## src/rtl/muldiv_unit.sv

```systemverilog
// Iterative multiply/divide unit (MULT/MULTU/DIV/DIVU) that owns the HI/LO registers.
// A multiply takes 32 shift-add steps. A divide takes 32 restoring shift-subtract steps.
// Both work on operand magnitudes, and the signs are applied in the FIX state.
// Optional build macro MD_FAST_MUL_EN: multiplies use a combinational 32x32 product
// and go straight from IDLE to FIX. Divides are not affected by this macro.
module muldiv_unit #(
    parameter int DATA_W = 32
) (
    input  logic              clock,
    input  logic              reset,
    input  logic              start,
    input  logic [1:0]        md_op,
    input  logic [DATA_W-1:0] Read_data_1,
    input  logic [DATA_W-1:0] Read_data_2,
    input  logic              mthi,
    input  logic              mtlo,
    output logic [DATA_W-1:0] hi_out,
    output logic [DATA_W-1:0] lo_out,
    output logic              busy,
    output logic              done
);

    typedef enum logic [1:0] {IDLE, RUN, FIX} state_t;

    state_t              state, state_nxt;
    logic [4:0]          count;
    logic                is_div, neg_q, neg_r, div_zero;
    logic [DATA_W-1:0]   step_operand, work_hi, work_lo;
    logic                issue, op_signed;
    logic [DATA_W-1:0]   abs_a, abs_b;
    logic [DATA_W:0]     mul_sum, div_shift;
    logic [DATA_W-1:0]   div_diff;
    logic                div_ok;

    // Magnitude of a possibly signed operand; the most negative value maps onto itself as unsigned.
    function automatic logic [DATA_W-1:0] magnitude(input logic signed [DATA_W-1:0] v,
                                                    input logic is_signed);
        if (is_signed && v < 0) return DATA_W'(-v);
        return v;
    endfunction

    // Conditional two's-complement negation for HI or LO.
    function automatic logic [DATA_W-1:0] cond_neg(input logic [DATA_W-1:0] v, input logic n);
        return n ? (~v + 1'b1) : v;
    endfunction

    // Conditional two's-complement negation for the full {HI,LO} product.
    function automatic logic [2*DATA_W-1:0] cond_neg_wide(input logic [2*DATA_W-1:0] v,
                                                          input logic n);
        return n ? (~v + 1'b1) : v;
    endfunction

    assign issue     = (state == IDLE) && start;
    assign op_signed = ~md_op[0];
    assign abs_a     = magnitude(Read_data_1, op_signed);
    assign abs_b     = magnitude(Read_data_2, op_signed);

`ifdef MD_FAST_MUL_EN
    logic [2*DATA_W-1:0] fast_prod;
    assign fast_prod = {{DATA_W{1'b0}}, abs_a} * {{DATA_W{1'b0}}, abs_b};
`endif

    // One multiply step adds the multiplicand when the multiplier LSB is set.
    // One divide step is a trial subtract of the divisor from the shifted partial remainder.
    assign mul_sum   = {1'b0, work_hi} + (work_lo[0] ? {1'b0, step_operand} : '0);
    assign div_shift = {work_hi, work_lo[DATA_W-1]};
    assign div_ok    = div_shift >= {1'b0, step_operand};
    assign div_diff  = div_shift[DATA_W-1:0] - step_operand;

    // Next-state logic; busy covers every non-IDLE state so the done cycle is free for a new issue.
    always_comb begin
        state_nxt = state;
        busy      = (state != IDLE);
        case (state)
            IDLE: if (start) begin
`ifdef MD_FAST_MUL_EN
                state_nxt = md_op[1] ? RUN : FIX;
`else
                state_nxt = RUN;
`endif
            end
            RUN:  if (count == 5'd31) state_nxt = FIX;
            FIX:  state_nxt = IDLE;
            default: state_nxt = IDLE;
        endcase
    end

    // Control, result flags and architectural HI/LO. Reset aborts any operation in flight.
    always_ff @(posedge clock or posedge reset) begin
        if (reset) begin
            state    <= IDLE;
            count    <= '0;
            done     <= 1'b0;
            hi_out   <= '0;
            lo_out   <= '0;
            is_div   <= 1'b0;
            neg_q    <= 1'b0;
            neg_r    <= 1'b0;
            div_zero <= 1'b0;
        end else begin
            state <= state_nxt;
            done  <= (state == FIX);
            if (issue)
                count <= '0;
            else if (state == RUN)
                count <= count + 5'd1;
            if (issue) begin
                is_div   <= md_op[1];
                neg_q    <= op_signed & (Read_data_1[DATA_W-1] ^ Read_data_2[DATA_W-1]);
                neg_r    <= op_signed & Read_data_1[DATA_W-1];
                div_zero <= (Read_data_2 == '0);
            end
            if (state == FIX) begin
                if (!is_div) begin
                    {hi_out, lo_out} <= cond_neg_wide({work_hi, work_lo}, neg_q);
                end else if (div_zero) begin
                    // The remainder register still holds |rs|, so restoring the dividend sign gives rs.
                    hi_out <= cond_neg(work_hi, neg_r);
                    lo_out <= '1;
                end else begin
                    hi_out <= cond_neg(work_hi, neg_r);
                    lo_out <= cond_neg(work_lo, neg_q);
                end
            end else if (state == IDLE && !start) begin
                if (mthi) hi_out <= Read_data_1;
                if (mtlo) lo_out <= Read_data_1;
            end
        end
    end

    // Working datapath. The control state alone decides whether these contents mean anything.
    always_ff @(posedge clock) begin
        if (issue) begin
            if (md_op[1]) begin
                work_hi      <= '0;
                work_lo      <= abs_a;
                step_operand <= abs_b;
            end else begin
`ifdef MD_FAST_MUL_EN
                {work_hi, work_lo} <= fast_prod;
`else
                work_hi      <= '0;
                work_lo      <= abs_b;
                step_operand <= abs_a;
`endif
            end
        end else if (state == RUN) begin
            if (is_div) begin
                work_hi <= div_ok ? div_diff : div_shift[DATA_W-1:0];
                work_lo <= {work_lo[DATA_W-2:0], div_ok};
            end else begin
                work_hi <= mul_sum[DATA_W:1];
                work_lo <= {mul_sum[0], work_lo[DATA_W-1:1]};
            end
        end
    end

endmodule

```

## config.mk

```make
export PLATFORM = sky130hd
export DESIGN_NAME = muldiv_unit
export DESIGN_NICKNAME = d
export VERILOG_FILES = /design/src/rtl/muldiv_unit.sv
export SDC_FILE = /design/constraint.sdc
export NUM_CORES = 1
export LEC_CHECK = 0
export BUFFER_PORTS_ARGS = -buffer_cell sky130_fd_sc_hd__buf_4
export CORE_MARGIN = 10
export CORE_UTILIZATION = 55
export CTS_CLUSTER_SIZE = 30
export DETAILED_ROUTE_END_ITERATION = 12
export GPL_ROUTABILITY_DRIVEN = 0
export PLACE_DENSITY = 0.82
export SLEW_MARGIN = 20
export SYNTH_ARGS = -nofsm -noshare
export SYNTH_HDL_FRONTEND = slang
export SYNTH_SLANG_ARGS = --single-unit
export TNS_END_PERCENT = 10
```

## constraint.sdc

```tcl
create_clock -name clock -period 3.7 [get_ports clock]
set_input_delay 0.74 -clock clock [delete_from_list [all_inputs] [get_ports clock]]
set_output_delay 0.74 -clock clock [all_outputs]
set_load 0.02 [all_outputs]
```

==> flow_summary.yaml <==
clock_tree:
  tritoncts: "done"
  cts.path.max_buffers: 2
  cts_sinks: 172
  cts_resized: 0
  insertion_delay_ns: 0.44
  cts_buffers: 17
  cts-root-buf: "clkbuf_16"
  clkTransAtPathRegs_ns: 0.08
  cts_setup_buffers: 0
  h-tree-depth: 4
  cts_hold_buf: 0
finish:
  areaGrowthSynthToFinish_pct: 15.59
  seqCellArea_um2: 4466
  layoutNonFillerInstCount: 2195
  design_area_um2: 16450
  fillers: 2086
  multi_input_comb_area_um2: 9176
  drive_gt1_frac: 0.1497
  fin_nets: 1994
timing:
  setup_ws_ns: 0.2617
  fin_tns_setup_ns: 0
  finalCritPeriodShare: 0.9293
  worst_pin_slew_ns: 1.100
  rsz0062_at_grt: "false"
  period_minus_slack_ns: 3.438
  slew_headroom: 0.2641
  fin_skew_ns: 0.01824
  drv_slew: 0
  finalHoldViolations: 0
  setup_violations: 0
  fmax_mhz: 290.8
critical_path:
  r2r-start: "step_operand[26]"
  startpoint_type: "flip-flop"
  critPathLaunch: "step_operand[26]"
  cp.arrival_ns: 3.77
  setup.worst_path.class: "flip-flop to flip-flop"
  critPathRequiredTime_ns: 4.03
  cp-end-kind: "flip-flop"
  crit_fanout: 28
yosys:
  syn-instance-count: 1722
  synth_nets: 1865
  yosys-top-cells-area: "edfxtp_1, dfrtp_1, ha_1"
  ys_seq_area_frac: 0.3137
  ys_warn_count: 0
  synth.distinct_cells: 73
  synth.most_common_cell: "o21ai_0"
  yosysTopAreaCellShare: 0.1350
  synth-async-reset-ratio: 0.4419
  syn-cell-area_um2: 14230
  yosysTopAreaCell: "edfxtp_1"
  synth_enable_flop_cells: 64
  synth_common_cells: "o21ai_0, a21oi_1, nand2_1"
  syn_avg_cell_area_um2: 8.264
  synth-seq-cells: 172
  ys.flop_type: "dfrtp_1"
die:
  die-area_um2: 32710
  die_h_um: 180.9
  design.core.area_um2: 25330
  num_rows: 58
  initial_utilization: 0.5619
  die_w_um: 180.9
  boundaryPins: 137
power:
  peakVddDrop_v: 0.0004837
  leakagePower_nw: 7.045
  power_mw: 15.34
  p_seq_frac: 0.244
  p_switching_mw: 7.478
  p_comb_frac: 0.637
  clock_power_share: 0.120
  switching_share: 0.4874
  power_density_nw_per_um2: 932.6
  intPower_mw: 7.864
routing:
  viasPerCell: 6.763
  drc: 0
  via_count: 14844
  first_iter_violations: 2233
  wl_per_cell_um: 23.14
  drtPass1Iterations: 10
  ant_nets: 0
  wl_um: 50790
place:
  pre_cts_ws_ns: 0.09706
  hpwlAfterDp_um: 39060
  port_buffers: 136
  placed_cell_area_um2: 15860
  dp_cells: 2162
global_routing:
  antenna_found_initial: 2
  grt_pass1_vias: 14180
  grt_start_max_net_pins: 65
  grt_pass1_wl_um: 78230
  track_usage: 0.2961
  overflow: 0
min_path:
  min_path_type: "input pin to asynchronous set/reset pin"
status:
  status: "finished, final reports clean"
run:
  drv_cap: 0
-- per-stage QoR --
stage | utilization | hold WS, ns
6_report | 0.6495 | 0.4401
5_1_grt | 0.6495 | 0.4836
4_1_cts | 0.6493 | 0.4602
3_5_place_dp | 0.6263 | 0.4729
3_3_place_gp | 0.6263 | 0.4659
2_1_floorplan | - | 0.4494
-- sequential cells by signal (all words and copies together) (netlist names) --
name,count
step_operand,32
hi_out,32
neg_q,1
lo_out,32
div_zero,1
state,2
is_div,1
work_lo,32
count,5
neg_r,1
work_hi,32
done,1
-- area by class of cell --
cell class,count,share of cell area
tap,330,0.02510
inverter,66,0.01514
antenna,1,0.0001521
clock inverter,14,0.008671
sequential,172,0.2715
multi-input combinational,1391,0.5578
clock buffer,18,0.02670
timing repair buffer,203,0.09493
-- worst max-delay path, stage by stage (launching register included) --
cell and delay [ns]:
edfxtp_1 0.41, inv_1 0.16, ha_1 0.33, a21oi_1 0.22, o21ai_0 0.13, a211o_1 0.28
a311o_1 0.35, a311o_1 0.32, o21ai_4 0.28, buf_12 0.22, mux2i_1 0.29, a21oi_1 0.11
a21o_1 0.19
-- worst paths after layout --
check                                   to  slack (ns)  cells past startpoint
worst max-delay path            work_hi[8]        0.26                     12
worst min-delay path              state[1]        0.44                      2
worst max register to register  work_hi[8]        0.26                     12
worst min register to register  lo_out[11]        0.49                      2
max in group asynchronous       lo_out[14]        2.51                      3
min in group clock              lo_out[11]        0.49                      2
-- cell families after synthesis --
group / share of synthesized area
xor+xnor: 0.1040
compound gates: 0.2491
simple gates: 0.1645
buf+inv: 0.04247
fa+ha+maj: 0.06436
mux: 0.06190
flops: 0.3137
-- placed cells by master, fill, tap and decap left out, drive strengths merged, types with 12 or more instances in the layout --
master	n
a21o	32
a21oi	156
a22oi	18
a31oi	20
and3	12
buf	203
clkbuf	18
dfrtp	76
dfxtp	32
edfxtp	64
ha	70
inv	73
mux2i	79
nand2	150
nand2b	17
nand3	24
nand4	12
nor2	148
nor3	30
nor4	15
o21ai	175
o22ai	41
o31ai	22
o41ai	21
or2	14
or3	15
or4	16
xnor2	95
xor2	74
-- power groups by stage --
stage                     Sequential, mW  Clock [mW]  Combinational [mW]
after global routing                3.80        1.91                10.5
after global placement              3.69           0                9.21
final                               3.74        1.84                9.77
after detailed placement            3.72           0                9.43
after CTS                           3.69        1.83                9.52
after floorplan                     4.05           0                5.99
-- per-layer routing --
metal  routed length [µm]  GRT usage  vias to the layer above
met3                 5785    0.06553                      225
met4                 3109     0.1621                        2
li1                     -          -                     6594
met2                22690     0.4626                     1029
met1                19190     0.3725                     6994
met5                   13          0                        -
(Power assumes the default switching activity.)
